## src/rtl/sd_data_pkg.sv

```systemverilog
// Shared types and constants for the SD data-path master: FSM state encoding
// and interrupt-status bit positions.
package sd_data_pkg;

    localparam int STATUS_W  = 5;
    localparam int INT_CC    = 0;
    localparam int INT_CCRCE = 1;
    localparam int INT_CFE   = 2;
    localparam int INT_CTE   = 3;
    localparam int INT_EI    = 4;

    typedef enum logic [2:0] {
        ST_IDLE    = 3'd0,
        ST_TX_WAIT = 3'd1,
        ST_START   = 3'd2,
        ST_ACK     = 3'd3,
        ST_DATA    = 3'd4,
        ST_NEXT    = 3'd5,
        ST_STOP    = 3'd6,
        ST_ABORT   = 3'd7
    } sd_state_t;

    function automatic logic [STATUS_W-1:0] status_bit(input int idx);
        logic [STATUS_W-1:0] mask;
        mask      = {STATUS_W{1'b0}};
        mask[idx] = 1'b1;
        return mask;
    endfunction

endpackage

```

## src/rtl/sd_data_timeout.sv

```systemverilog
// Per-block data timeout counter: clears on request, counts while enabled,
// saturates at all-ones and flags the edge on which it reaches the limit.
module sd_data_timeout #(
    parameter int TIMEOUT_W = 24
) (
    input  logic                 sd_clk,
    input  logic                 rst,
    input  logic                 clr,
    input  logic                 en,
    input  logic [TIMEOUT_W-1:0] timeout,
    output logic                 expired
);

    logic [TIMEOUT_W-1:0] count_r;
    logic [TIMEOUT_W-1:0] count_inc_s;

    // Saturating next count value.
    always_comb begin
        count_inc_s = count_r;
        if (count_r == {TIMEOUT_W{1'b1}}) begin
            count_inc_s = count_r;
        end else begin
            count_inc_s = count_r + TIMEOUT_W'(1'b1);
        end
    end

    // Expiry fires on the cycle whose edge brings the counter up to the limit.
    assign expired = en && (timeout != {TIMEOUT_W{1'b0}}) && (count_inc_s >= timeout);

    // Counter register.
    always_ff @(posedge sd_clk) begin
        if (rst) begin
            count_r <= {TIMEOUT_W{1'b0}};
        end else if (clr) begin
            count_r <= {TIMEOUT_W{1'b0}};
        end else if (en) begin
            count_r <= count_inc_s;
        end else begin
            count_r <= count_r;
        end
    end

endmodule

```

## src/rtl/sd_data_master_mb.sv

```systemverilog
// Multi-block SD data-transfer master sequencing the serial host per block.
// Optional automatic stop command: define SD_DATA_MASTER_AUTO_STOP_EN.
module sd_data_master_mb
    import sd_data_pkg::*;
#(
    parameter int TIMEOUT_W = 24,
    parameter int BLKCNT_W  = 16
) (
    input  logic                 sd_clk,
    input  logic                 rst,
    input  logic                 start_tx_i,
    input  logic                 start_rx_i,
    input  logic [TIMEOUT_W-1:0] timeout_i,
    input  logic [BLKCNT_W-1:0]  blk_cnt_i,
    output logic                 d_write_o,
    output logic                 d_read_o,
    input  logic                 tx_fifo_empty_i,
    input  logic                 rx_fifo_full_i,
    input  logic                 xfr_complete_i,
    input  logic                 crc_ok_i,
    output logic [STATUS_W-1:0]  int_status_o,
    input  logic                 int_status_rst_i,
    output logic [BLKCNT_W-1:0]  blk_done_o,
    output logic                 busy_o,
    output logic                 stop_req_o,
    input  logic                 stop_ack_i
);

    sd_state_t             state_r, state_next_s;
    logic                  dir_tx_r, dir_tx_next_s;
    logic [BLKCNT_W-1:0]   blk_cnt_r, blk_cnt_next_s;
    logic [BLKCNT_W-1:0]   blk_done_r, blk_done_next_s;
    logic [BLKCNT_W-1:0]   blk_done_inc_s, blk_cnt_eff_s;
    logic                  d_write_r, d_write_next_s;
    logic                  d_read_r, d_read_next_s;
    logic                  crc_r, crc_next_s;
    logic                  xfr_prev_r;
    logic                  busy_r;
    logic [STATUS_W-1:0]   int_status_r, status_set_s;
    logic                  tmo_clr_s, tmo_en_s, tmo_expired_s;
    logic                  xfr_rise_s, fifo_err_s;
`ifdef SD_DATA_MASTER_AUTO_STOP_EN
    logic                  stop_req_r, stop_req_next_s;
    logic                  multi_s;
`else
    logic                  unused_stop_ack_s;
`endif

    assign blk_cnt_eff_s  = (blk_cnt_i == {BLKCNT_W{1'b0}}) ? BLKCNT_W'(1'b1) : blk_cnt_i;
    assign blk_done_inc_s = blk_done_r + BLKCNT_W'(1'b1);
    assign xfr_rise_s     = xfr_complete_i & ~xfr_prev_r;
    assign fifo_err_s     = dir_tx_r ? tx_fifo_empty_i : rx_fifo_full_i;
    assign tmo_en_s       = (state_r == ST_DATA);
`ifdef SD_DATA_MASTER_AUTO_STOP_EN
    assign multi_s        = (blk_cnt_r > BLKCNT_W'(1'b1));
`else
    assign unused_stop_ack_s = stop_ack_i;
`endif

    sd_data_timeout #(.TIMEOUT_W(TIMEOUT_W)) u_timeout (
        .sd_clk  (sd_clk),
        .rst     (rst),
        .clr     (tmo_clr_s),
        .en      (tmo_en_s),
        .timeout (timeout_i),
        .expired (tmo_expired_s)
    );

    // Next-state and next-output decode.
    always_comb begin
        state_next_s    = state_r;
        dir_tx_next_s   = dir_tx_r;
        blk_cnt_next_s  = blk_cnt_r;
        blk_done_next_s = blk_done_r;
        d_write_next_s  = d_write_r;
        d_read_next_s   = d_read_r;
        crc_next_s      = crc_r;
        status_set_s    = {STATUS_W{1'b0}};
        tmo_clr_s       = 1'b0;
`ifdef SD_DATA_MASTER_AUTO_STOP_EN
        stop_req_next_s = stop_req_r;
`endif
        case (state_r)
            ST_IDLE: begin
                if (start_tx_i && !start_rx_i) begin
                    dir_tx_next_s   = 1'b1;
                    blk_cnt_next_s  = blk_cnt_eff_s;
                    blk_done_next_s = {BLKCNT_W{1'b0}};
                    state_next_s    = ST_TX_WAIT;
                end else if (start_rx_i && !start_tx_i) begin
                    dir_tx_next_s   = 1'b0;
                    blk_cnt_next_s  = blk_cnt_eff_s;
                    blk_done_next_s = {BLKCNT_W{1'b0}};
                    state_next_s    = ST_START;
                end else begin
                    state_next_s = ST_IDLE;
                end
            end
            ST_TX_WAIT: begin
                if (!tx_fifo_empty_i) begin
                    state_next_s = ST_START;
                end else begin
                    state_next_s = ST_TX_WAIT;
                end
            end
            ST_START: begin
                d_write_next_s = dir_tx_r;
                d_read_next_s  = ~dir_tx_r;
                state_next_s   = ST_ACK;
            end
            ST_ACK: begin
                // The host drops xfr_complete_i once it has taken the request.
                if (!xfr_complete_i) begin
                    d_write_next_s = 1'b0;
                    d_read_next_s  = 1'b0;
                    tmo_clr_s      = 1'b1;
                    state_next_s   = ST_DATA;
                end else begin
                    state_next_s = ST_ACK;
                end
            end
            ST_DATA: begin
                if (xfr_rise_s) begin
                    crc_next_s   = crc_ok_i;
                    state_next_s = ST_NEXT;
                end else if (fifo_err_s) begin
                    status_set_s   = status_bit(INT_CFE) | status_bit(INT_EI);
                    d_write_next_s = 1'b1;
                    d_read_next_s  = 1'b1;
                    state_next_s   = ST_ABORT;
                end else if (tmo_expired_s) begin
                    status_set_s   = status_bit(INT_CTE) | status_bit(INT_EI);
                    d_write_next_s = 1'b1;
                    d_read_next_s  = 1'b1;
                    state_next_s   = ST_ABORT;
                end else begin
                    state_next_s = ST_DATA;
                end
            end
            ST_NEXT: begin
                if (crc_r) begin
                    blk_done_next_s = blk_done_inc_s;
                    if (blk_done_inc_s == blk_cnt_r) begin
                        status_set_s = status_bit(INT_CC);
`ifdef SD_DATA_MASTER_AUTO_STOP_EN
                        if (multi_s) begin
                            stop_req_next_s = 1'b1;
                            state_next_s    = ST_STOP;
                        end else begin
                            state_next_s = ST_IDLE;
                        end
`else
                        state_next_s = ST_IDLE;
`endif
                    end else if (dir_tx_r) begin
                        state_next_s = ST_TX_WAIT;
                    end else begin
                        state_next_s = ST_START;
                    end
                end else begin
                    status_set_s = status_bit(INT_CCRCE) | status_bit(INT_EI);
`ifdef SD_DATA_MASTER_AUTO_STOP_EN
                    stop_req_next_s = 1'b1;
                    state_next_s    = ST_STOP;
`else
                    state_next_s = ST_IDLE;
`endif
                end
            end
            ST_ABORT: begin
                if (xfr_complete_i) begin
                    d_write_next_s = 1'b0;
                    d_read_next_s  = 1'b0;
`ifdef SD_DATA_MASTER_AUTO_STOP_EN
                    stop_req_next_s = 1'b1;
                    state_next_s    = ST_STOP;
`else
                    state_next_s = ST_IDLE;
`endif
                end else begin
                    state_next_s = ST_ABORT;
                end
            end
`ifdef SD_DATA_MASTER_AUTO_STOP_EN
            ST_STOP: begin
                if (stop_ack_i) begin
                    stop_req_next_s = 1'b0;
                    state_next_s    = ST_IDLE;
                end else begin
                    state_next_s = ST_STOP;
                end
            end
`endif
            default: begin
                d_write_next_s = 1'b0;
                d_read_next_s  = 1'b0;
                state_next_s   = ST_IDLE;
            end
        endcase
    end

    // State and registered-output update; status set wins over clear.
    always_ff @(posedge sd_clk) begin
        if (rst) begin
            state_r      <= ST_IDLE;
            dir_tx_r     <= 1'b0;
            blk_cnt_r    <= {BLKCNT_W{1'b0}};
            blk_done_r   <= {BLKCNT_W{1'b0}};
            d_write_r    <= 1'b0;
            d_read_r     <= 1'b0;
            crc_r        <= 1'b0;
            xfr_prev_r   <= 1'b0;
            busy_r       <= 1'b0;
            int_status_r <= {STATUS_W{1'b0}};
        end else begin
            state_r      <= state_next_s;
            dir_tx_r     <= dir_tx_next_s;
            blk_cnt_r    <= blk_cnt_next_s;
            blk_done_r   <= blk_done_next_s;
            d_write_r    <= d_write_next_s;
            d_read_r     <= d_read_next_s;
            crc_r        <= crc_next_s;
            xfr_prev_r   <= xfr_complete_i;
            busy_r       <= (state_next_s != ST_IDLE);
            int_status_r <= (int_status_rst_i ? {STATUS_W{1'b0}} : int_status_r) | status_set_s;
        end
    end

`ifdef SD_DATA_MASTER_AUTO_STOP_EN
    // Stop-command request register.
    always_ff @(posedge sd_clk) begin
        if (rst) begin
            stop_req_r <= 1'b0;
        end else begin
            stop_req_r <= stop_req_next_s;
        end
    end
    assign stop_req_o = stop_req_r;
`else
    assign stop_req_o = 1'b0;
`endif

    assign d_write_o    = d_write_r;
    assign d_read_o     = d_read_r;
    assign int_status_o = int_status_r;
    assign blk_done_o   = blk_done_r;
    assign busy_o       = busy_r;

endmodule

```

## config.mk

```make
export PLATFORM = sky130hd
export DESIGN_NAME = sd_data_master_mb
export DESIGN_NICKNAME = d
export VERILOG_FILES = /design/src/rtl/sd_data_pkg.sv /design/src/rtl/sd_data_timeout.sv /design/src/rtl/sd_data_master_mb.sv
export SDC_FILE = /design/constraint.sdc
export NUM_CORES = 1
export LEC_CHECK = 0
export ABC_CLOCK_PERIOD_IN_PS = 7500
export CAP_MARGIN = 10
export CORE_MARGIN = 4
export CORE_UTILIZATION = 59
export DETAILED_ROUTE_END_ITERATION = 6
export PLACE_DENSITY = 0.92
export SLEW_MARGIN = 40
export SYNTH_ARGS = -nofsm -noshare
export SYNTH_HDL_FRONTEND = slang
export SYNTH_SLANG_ARGS = --single-unit
```

## constraint.sdc

```tcl
create_clock -name sd_clk -period 7.5 [get_ports sd_clk]
set_input_delay 2.25 -clock sd_clk [delete_from_list [all_inputs] [get_ports sd_clk]]
set_output_delay 2.25 -clock sd_clk [all_outputs]
set_load 0.005 [all_outputs]
```

==> results.cfg, run 1 <==
[clock_network]
clock_latency_ps = 350
postCtsHoldBufs = 0
ctsResizeCount = 0
clk_path_buf_depth = 2
post-cts-setup-buffer-count = 0
tritoncts = done
root_buffer = clkbuf_8
path_clk_slew_ps = 70
cts_buffers = 9
cts-htree-levels = 3
clkSinkCount = 70

[setup_path]
start_kind = input pin
critPathArrivalTime_ps = 4910
r2r_cells = 15
path_buf_inv = 2
cp.depth = 10
crit_end = d_write_o$_SDFFE_PP0P_
max_stage_delay_ps = 490
crit_path_end_kind = register
slowest_stage = a211oi_1
critical_path_class = input pin to register
critPathMaxFanout = 4
r2r_slack_ps = 3150
worst_ep_required_time_ps = 7730
crit_start = timeout_i[22]
cp_cell_sequence = clkdlybuf4s50_1, inv_1, ha_1, nand4_1, nor4_1, a221o_1, a211oi_1, a21oi_1, nor4_1, nor2_1
r2r-start = u_timeout.count_r[16]$_SDFFE_PP0P_
r2r-end = d_write_o$_SDFFE_PP0P_
crit_path_frequent_cell = nor4_1
crit_family = compound AO/OA/AOI/OAI gates

[routing]
wl_met1_um = 5120
dr.first_iter.drc_count = 338
top_layer = met4
routed_wl_um = 12600
vias = 4947
met3_length_um = 740
drt-wirelength-per-cell_um = 15.7
first_pass_iters = 5
drc = 0
viasPerCell = 6.18
wl_met2_um = 6200
ant_nets = 0

[sta]
fin_crit_sh_pct = 62.4
post-route-min-period_ps = 4680
rsz0062_at_grt = no
drv_slew = 0
finalSetupTns_ps = 0
maxSlewHeadroom_pct = 51.5
setup_violations = 0
final-hold-violation-count = 0
tightestPinTransition_ps = 721
skew_ps = 8.61
fmax_ghz = 0.214

[floorplanning]
die-area_um2 = 9800
die_w_um = 99.0
die_y_um = 99.0
num_rows = 32
core_area_um2 = 7890
initial_core_util_pct = 61.9
io_pins = 75

[grt]
grt_pass1_wl_um = 20700
grt_usage_pct = 25.1
antenna_found_initial = 0
grt_pass1_vias = 4721
overflow = 0
grt_max_degree = 49

[synth]
seq_area_frac_synth_pct = 28.7
synth_area_um2 = 4880
synth-main-ff-cell = dfxtp_1
synth-edff-count = 0
synthTopCellsByArea = dfxtp_1, ha_1, nand2_1
synth_nets = 720
synth-async-reset-ratio_pct = 0
ys_types = 64
synth_area_leader_cell = dfxtp_1
synth.most_common_cell = nand2_1
synth.avg_cell_area_um2 = 7.61
ys_warn_count = 0
synth_common_cells = nand2_1, dfxtp_1, nor2_1, a21oi_1, xnor2_1
synth_top_area_share_pct = 28.7
synth-seq-cells = 70
postSynthCellCount = 642

[job]
maxCapViolations = 0

[power]
seqPwrFrac_pct = 46.3
p_clk_share_pct = 38.4
leakage_uw = 0.00224
vdd_drop_max_v = 0.000171
powerDensity_nw_per_um2 = 150
p_comb_share_pct = 15.3
intPower_uw = 644
switching_share_pct = 26.0
switchingPower_uw = 226

[cells_and_area]
layout.cells.non_filler = 800
area_delta_synth_final_pct = 19.0
antenna_cells = 0
drive_gt1_share_pct = 5.16
final_nets = 771

[placement]
io_buffers = 72
dp_cells = 784
place_congestion = 0.892
dpl.hpwl_um = 9310

[worst_hold_path]
worstHoldPathType = register to register
min_from = blk_cnt_r[2]$_SDFFE_PP0P_

[status]
outcome = finished, final reports clean
==> cells by family after synthesis <==
group                      after synthesis  share of synthesized area (%)
and+or+nand+nor                        269                           27.4
AOI/OAI and AO/OA                      138                           18.2
DFF                                     70                           28.7
buffers and inverters                   69                           6.04
xor gates and xnor gates                62                           11.4
adders and majority gates               28                           7.17
muxes                                    5                           1.08
other                                    1                         0.0768
==> tightest hold or removal path: cells and delay by family (launching register included) <==
| family | cells | cell delay (ps) |
|---|---|---|
| DFF | 1 | 320 |
| AOI/OAI and AO/OA | 1 | 50 |
| and+or+nand+nor | 1 | 50 |
==> how the worst min path moves through the flow <==
stage                                            end  cells past startpoint
after floorplan            blk_cnt_r[2]$_SDFFE_PP0P_                      2
after global placement     blk_cnt_r[2]$_SDFFE_PP0P_                      2
after detailed placement  int_status_o[2]$_SDFF_PP0_                      2
after CTS                  blk_cnt_r[2]$_SDFFE_PP0P_                      2
after global routing       blk_cnt_r[2]$_SDFFE_PP0P_                      2
final                      blk_cnt_r[2]$_SDFFE_PP0P_                      2
==> power by group through the flow <==
| stage | combinational, µW | sequential (µW) | clock (µW) |
|---|---|---|---|
| 2_1_floorplan | 86.0 | 401 | 0 |
| 3_3_place_gp | 126 | 409 | 0 |
| 3_5_place_dp | 131 | 411 | 0 |
| 4_1_cts | 133 | 402 | 334 |
| 5_1_grt | 148 | 405 | 350 |
| 6_report | 133 | 403 | 334 |
==> per-layer routing <==
| metal | vias up | global-route usage (%) |
|---|---|---|
| met4 | 0 | 14.3 |
| met5 | - | 0 |
| li1 | 2368 | - |
| met3 | 52 | 3.47 |
| met2 | 213 | 44.0 |
| met1 | 2314 | 29.2 |
==> metrics by stage <==
stage          utilization [%]  power [µW]  hold slack [ps]  area [µm²]  setup WS (ps)
6_report                  73.7         870              470        5810           2820
5_1_grt                   73.7         902              479        5810           2650
4_1_cts                   73.7         869              471        5810           2860
3_5_place_dp              71.0         542              459        5600           2550
3_3_place_gp              70.9         535              452        5590           2660
2_1_floorplan                -         487              437        4880           3530
==> cell type report <==
cell class / instances / area [µm²]
clock buffer: 12 / 145
clock inverter: 4 / 70.1
fill: 577 / 2080
inverter: 34 / 128
multi-input combinational: 503 / 3200
sequential: 70 / 1400
tap: 102 / 128
timing repair buffer: 75 / 743
==> sequential cells by signal, indices dropped and copies added, names as in the netlist <==
register,flops
dir_tx_r,1
crc_r,1
d_read_o,1
blk_done_o,16
blk_cnt_r,16
xfr_prev_r,1
u_timeout.count_r,24
int_status_o,5
busy_o,1
d_write_o,1
state_r,3
==> placed cells by master (no fill, tap or decap), types with 3 or more instances in the layout <==
master,n
nand3_1,24
o21ai_0,23
a211oi_1,9
xnor2_1,35
a21o_1,5
a31oi_1,6
ha_1,28
and4_1,4
mux2i_1,3
buf_4,3
and2_1,4
clkbuf_8,10
nand4_1,15
a21oi_1,55
dfxtp_1,70
nor2b_1,7
nor4_1,14
inv_1,34
nor3_1,10
or3_1,6
clkdlybuf4s50_1,72
xor2_1,26
nand2_1,84
o31ai_1,8
nand2b_1,5
and4_4,3
nor2_1,66
a311oi_1,7
and3_1,10
No activity file was read; power rests on OpenSTA's default activity.
==> inputs of run 2 (changes only) <==
ABC_CLOCK_PERIOD_IN_PS = 4140   (was 7500)
CORE_UTILIZATION = 50   (was 59)
PLACE_DENSITY = 0.84   (was 0.92)
clock period = 4.14 ns   (was 7.5 ns; I/O delays follow)
==> run 2 against run 1 <==
Clock power grew 82%. First-iteration DRC count shrank 5.6%. Total power grew 82%. Global-route usage shrank 3.4 points. Flip-flop and latch count is the same. Sequential power grew 81%. Utilization shrank 11 points. Critical endpoint is now state_r[0]$_SDFF_PP0_. Largest cell class unchanged.
==> results.cfg, run 2 (synthesized netlist as in run 1, its figures left out) <==
[cells_and_area]
fill_cells = 868
drive_gt1_share_pct = 6.39
final_nets = 777
postLayoutCellArea_um2 = 5900
final_common_cell = nand2_1
area_delta_synth_final_pct = 20.8
regMostFlops = u_timeout.count_r
final_cell_mix = nand2_1, clkdlybuf4s50_1, dfxtp_1, nor2_1, a21oi_1
largest_reg_flops = 24
antenna_cells = 0
final_core_util_pct = 63.0

[clock_network]
tritoncts = done
path_clk_slew_ps = 70
cts_buffers = 9
clk_path_buf_depth = 2
root_buffer = clkbuf_8
post-cts-setup-buffer-count = 0
clkSinkCount = 70
cts-htree-levels = 3
clock_latency_ps = 340

[sta]
post-route-min-period_ps = 3840
finalSetupTns_ps = 0
rsz0062_at_grt = no
tightestPinTransition_ps = 731
setup_violations = 0
skew_ps = 7.90
final-hold-violation-count = 0
fin_crit_sh_pct = 92.8
fmax_ghz = 0.260
maxSlewHeadroom_pct = 51.1
drv_slew = 0

[status]
outcome = finished, final reports clean

[grt]
grt_pass1_wl_um = 20600
overflow = 0
grt_pass1_vias = 4625
antenna_found_initial = 0
grt_max_degree = 36
grt_usage_pct = 21.7

[routing]
vias = 4806
routed_wl_um = 12600
ant_nets = 0
viasPerCell = 5.77
drt-wirelength-per-cell_um = 15.1
first_pass_iters = 5
drc = 0
dr.first_iter.drc_count = 319

[setup_path]
crit_path_end_kind = register
crit_start = u_timeout.count_r[16]$_SDFFE_PP0P_
critPathArrivalTime_ps = 4060
critPathMaxFanout = 5
r2r_cells = 16
slowest_stage = or3_1
r2r_slack_ps = 300
cp_cell_sequence = nand2_1, or3_1, o311ai_2, nor2_1, and2_4, nand4_1, xnor2_1, ha_1, a21oi_1, nand2_1, a221o_1, a211oi_1, buf_4, a211oi_1, o31ai_1, o21ai_0
worst_ep_required_time_ps = 4360
critical_path_class = register to register
start_kind = register
r2r-start = u_timeout.count_r[16]$_SDFFE_PP0P_
max_stage_delay_ps = 430
crit_end = state_r[0]$_SDFF_PP0_
r2r-end = state_r[0]$_SDFF_PP0_

[placement]
io_buffers = 72
dpl.hpwl_um = 9530
place_congestion = 0.881
postPlaceCellArea_um2 = 5680

[power]
switching_share_pct = 26.1
total_power_uw = 1580
switchingPower_uw = 412
p_comb_share_pct = 15.5
intPower_uw = 1170
leakage_uw = 0.00227
powerDensity_nw_per_um2 = 268
p_clk_share_pct = 38.4
vdd_drop_max_v = 0.000192
seqPwrFrac_pct = 46.1

[floorplanning]
num_rows = 35
die_y_um = 107
io_pins = 75
die_w_um = 107
core_area_um2 = 9370
initial_core_util_pct = 52.1
die-area_um2 = 11400

[job]
maxCapViolations = 0

[worst_hold_path]
worstHoldPathType = register to register
run 2: critical path: cells and delay by family, from the launching register on:
| kind | cells | cell delay (ps) |
|---|---|---|
| AO/OA/AOI/OAI | 7 | 1590 |
| XOR/XNOR | 1 | 150 |
| adder cells (fa/ha/maj) | 1 | 290 |
| buffers and inverters | 1 | 190 |
| flip-flops | 1 | 420 |
| AND/OR/NAND/NOR | 6 | 1080 |
run 2: cell type report:
class                   count  area, µm²  area share (%)
well taps                 129        161            2.73
flip-flops and latches     70       1400            23.8
multi-input cells         503       3210            54.3
inverters                  34        128            2.16
clock inverters             4       70.1            1.19
repair buffers             81        788            13.4
clock buffers              12        145            2.46
run 2: per-layer routing:
metal | up-vias | wire length [µm] | track usage [%]
li1 | 2379 | - | -
met4 | 0 | 217 | 7.21
met3 | 24 | 783 | 4.70
met5 | - | 0 | 0
met2 | 159 | 6150 | 38.1
met1 | 2244 | 5430 | 26.4
run 2: metrics by stage:
stage | std cells | hold WS [ps] | worst slack, ps
after global placement | 817 | 455 | 346
after floorplan | 642 | 437 | 672
after CTS | 833 | 470 | 254
after global routing | 833 | 499 | 5.02
after detailed placement | 817 | 452 | 289
final | 833 | 469 | 298
run 2: power groups by stage:
stage               Sequential, µW  Combinational, µW  Clock [µW]
floorplan                      726                156           0
global placement               742                232           0
detailed placement             744                241           0
CTS                            729                242         613
global route                   733                270         646
finish                         729                245         608
run 2: worst min path at each step:
stage                                    start                          to  slack, ps  depth (start not counted)
floorplan            blk_cnt_r[2]$_SDFFE_PP0P_   blk_cnt_r[2]$_SDFFE_PP0P_        440                          2
global placement     blk_cnt_r[2]$_SDFFE_PP0P_   blk_cnt_r[2]$_SDFFE_PP0P_        450                          2
detailed placement  int_status_o[0]$_SDFF_PP0_  int_status_o[0]$_SDFF_PP0_        450                          2
CTS                 int_status_o[0]$_SDFF_PP0_  int_status_o[0]$_SDFF_PP0_        470                          2
global route         blk_cnt_r[6]$_SDFFE_PP0P_   blk_cnt_r[6]$_SDFFE_PP0P_        500                          2
finish              int_status_o[0]$_SDFF_PP0_  int_status_o[0]$_SDFF_PP0_        470                          2
run 2: what timing repair did:
item                       in CTS  in global routing
hold buffers                    0                  0
setup endpoints to repair       0                  2
resized for setup               0                  3
==> inputs of run 3 (changes only) <==
ABC_CLOCK_PERIOD_IN_PS = 3450   (was 4140)
clock period = 3.45 ns   (was 4.14 ns; I/O delays follow)
==> run 3 against run 2 <==
The run now ends with setup timing left. Flip-flop and latch count did not move. Register-to-register slack got worse by 380 ps. Utilization increased by 5.3 points. First-iteration DRC count fell by 6.0%. Non-clock buffer count grew 54. Worst setup slack worse by 380 ps. Hold slack better by 2.0 ps. Global-route usage up 1.9 points. Total power rose by 18%. Sequential power up 20%. Highest routed layer unchanged.
==> results.cfg, run 3 (synthesized netlist as in run 1, its figures left out) <==
[sta]
skew_ps = 9.54
post-route-min-period_ps = 3530
maxSlewHeadroom_pct = 63.3
fin_ws_ps = -80.2
fmax_ghz = 0.283
final-hold-violation-count = 0
fin_crit_sh_pct = 102
rsz0062_at_grt = yes
drv_slew = 0
tightestPinTransition_ps = 549
setup_violations = 3

[cells_and_area]
area_delta_synth_final_pct = 31.0
largest_reg_flops = 24
drive_gt1_share_pct = 15.7
antenna_cells = 0
final_common_cell = nand2_1
regMostFlops = u_timeout.count_r
final_nets = 831
postLayoutCellArea_um2 = 6400
layout.cells.non_filler = 887
final_cell_mix = nand2_1, clkdlybuf4s50_1, nor2_1, dfxtp_1, buf_4
fill_cells = 761

[clock_network]
tritoncts = done
root_buffer = clkbuf_8
path_clk_slew_ps = 80
clkSinkCount = 70
cts-htree-levels = 3
cts_buffers = 9
clk_path_buf_depth = 2
clock_latency_ps = 350

[setup_path]
critPathMaxFanout = 3
crit_path_end_kind = register
crit_family = compound AO/OA/AOI/OAI gates
cp_cell_sequence = and4_4, nand4_1, o311ai_4, nor2_1, and2_4, nand4_1, xnor2_1, ha_1, a21oi_1, nand2_1, a221o_1, a211oi_2, buf_4, a211oi_1, o31ai_1, o21ai_1
max_stage_delay_ps = 350
slowest_stage = a221o_1
critPathArrivalTime_ps = 3770
worst_ep_required_time_ps = 3690
path_buf_inv = 1
critical_path_class = register to register
crit_path_frequent_cell = nand4_1
start_kind = register

[routing]
vias = 5099
viasPerCell = 5.75
routed_wl_um = 13800
drc = 0
first_pass_iters = 5
dr.first_iter.drc_count = 300
drt-wirelength-per-cell_um = 15.5
ant_nets = 0

[placement]
dpl_worst_slack_ps = -147
place_congestion = 0.921
postPlaceCellArea_um2 = 6050
dp_cells = 866
io_buffers = 72
dpl.hpwl_um = 9990

[floorplanning]
die_w_um = 107
die-area_um2 = 11400
core_area_um2 = 9370
io_pins = 75
die_y_um = 107
initial_core_util_pct = 52.1
num_rows = 35

[grt]
antenna_found_initial = 0
grt_pass1_wl_um = 22200
grt_pass1_vias = 4996
overflow = 0
grt_max_degree = 36
grt_usage_pct = 23.6

[job]
maxCapViolations = 0

[status]
violations = setup timing
outcome = complete, but fails checks

[power]
vdd_drop_max_v = 0.000206
leakage_uw = 0.00257
powerDensity_nw_per_um2 = 292

[worst_hold_path]
worstHoldPathType = register to register
[run 3: cell types whose count changed in the layout (fill, tap and decap cells not counted), moves of 2 or more]
cell / delta
buf_4: +52
buf_6: +2
clkbuf_1: -2
clkinvlp_4: +2
dfxtp_1: -7
dfxtp_2: +7
inv_6: +2
o21ai_0: -3
o21ai_1: +2
[run 3: metal layers]
layer	up-vias	track usage (%)	part of all wire, %
met5	-	0	0
met4	0	11.0	3.3
met3	46	3.79	6.4
met2	212	41.1	49
met1	2354	28.5	42
li1	2487	-	-
[run 3: final cells by class]
class / instances / area, µm² / area share, %
Multi-Input combinational cell: 503 / 3290 / 51.5
Sequential cell: 70 / 1410 / 22.0
Timing Repair Buffer: 135 / 1200 / 18.8
Tap cell: 129 / 161 / 2.52
Clock buffer: 10 / 138 / 2.15
Inverter: 34 / 128 / 1.99
Clock inverter: 6 / 67.6 / 1.06
[run 3: path summary, 6_finish.rpt]
kind | from | to | slack, ps | cells past startpoint
max | u_timeout.count_r[14]$_SDFFE_PP0P_ | state_r[0]$_SDFF_PP0_ | -80 | 16
min | blk_cnt_r[2]$_SDFFE_PP0P_ | blk_cnt_r[2]$_SDFFE_PP0P_ | 470 | 2
max reg2reg | u_timeout.count_r[14]$_SDFFE_PP0P_ | state_r[0]$_SDFF_PP0_ | -80 | 16
min reg2reg | blk_cnt_r[2]$_SDFFE_PP0P_ | blk_cnt_r[2]$_SDFFE_PP0P_ | 470 | 2
[run 3: repair_timing]
action | 4_1_cts | 5_1_grt
endpoints found under the hold margin | 0 | 0
hold buffers | 0 | 0
gates resized for setup | 18 | 14
setup buffers | 3 | 2
setup endpoints to repair | 7 | 7
pin swaps | 21 | 17
[run 3: power breakdown]
| group | switching, µW | internal [µW] |
|---|---|---|
| registers | 38.2 | 836 |
| clock network | 337 | 357 |
| logic | 153 | 147 |
[run 3: stage by stage]
step	util [%]	setup TNS (ps)	hold slack, ps	power (µW)
after CTS	67.5	0	479	1870
after global placement	64.5	-176	456	1170
after floorplan	-	0	437	1060
after global routing	68.3	-909	505	1950
final	68.3	-158	471	1870
after detailed placement	64.5	-502	463	1180
[run 3: worst register-to-register path: stages, from the launching register on]
cell      delay (ps)
dfxtp_2          330
and4_4           250
nand4_1          260
o311ai_4         320
nor2_1           100
and2_4           150
nand4_1           90
xnor2_1          150
ha_1             290
a21oi_1          140
nand2_1           70
a221o_1          350
a211oi_2         260
buf_4            200
a211oi_1          70
o31ai_1          270
o21ai_1          100
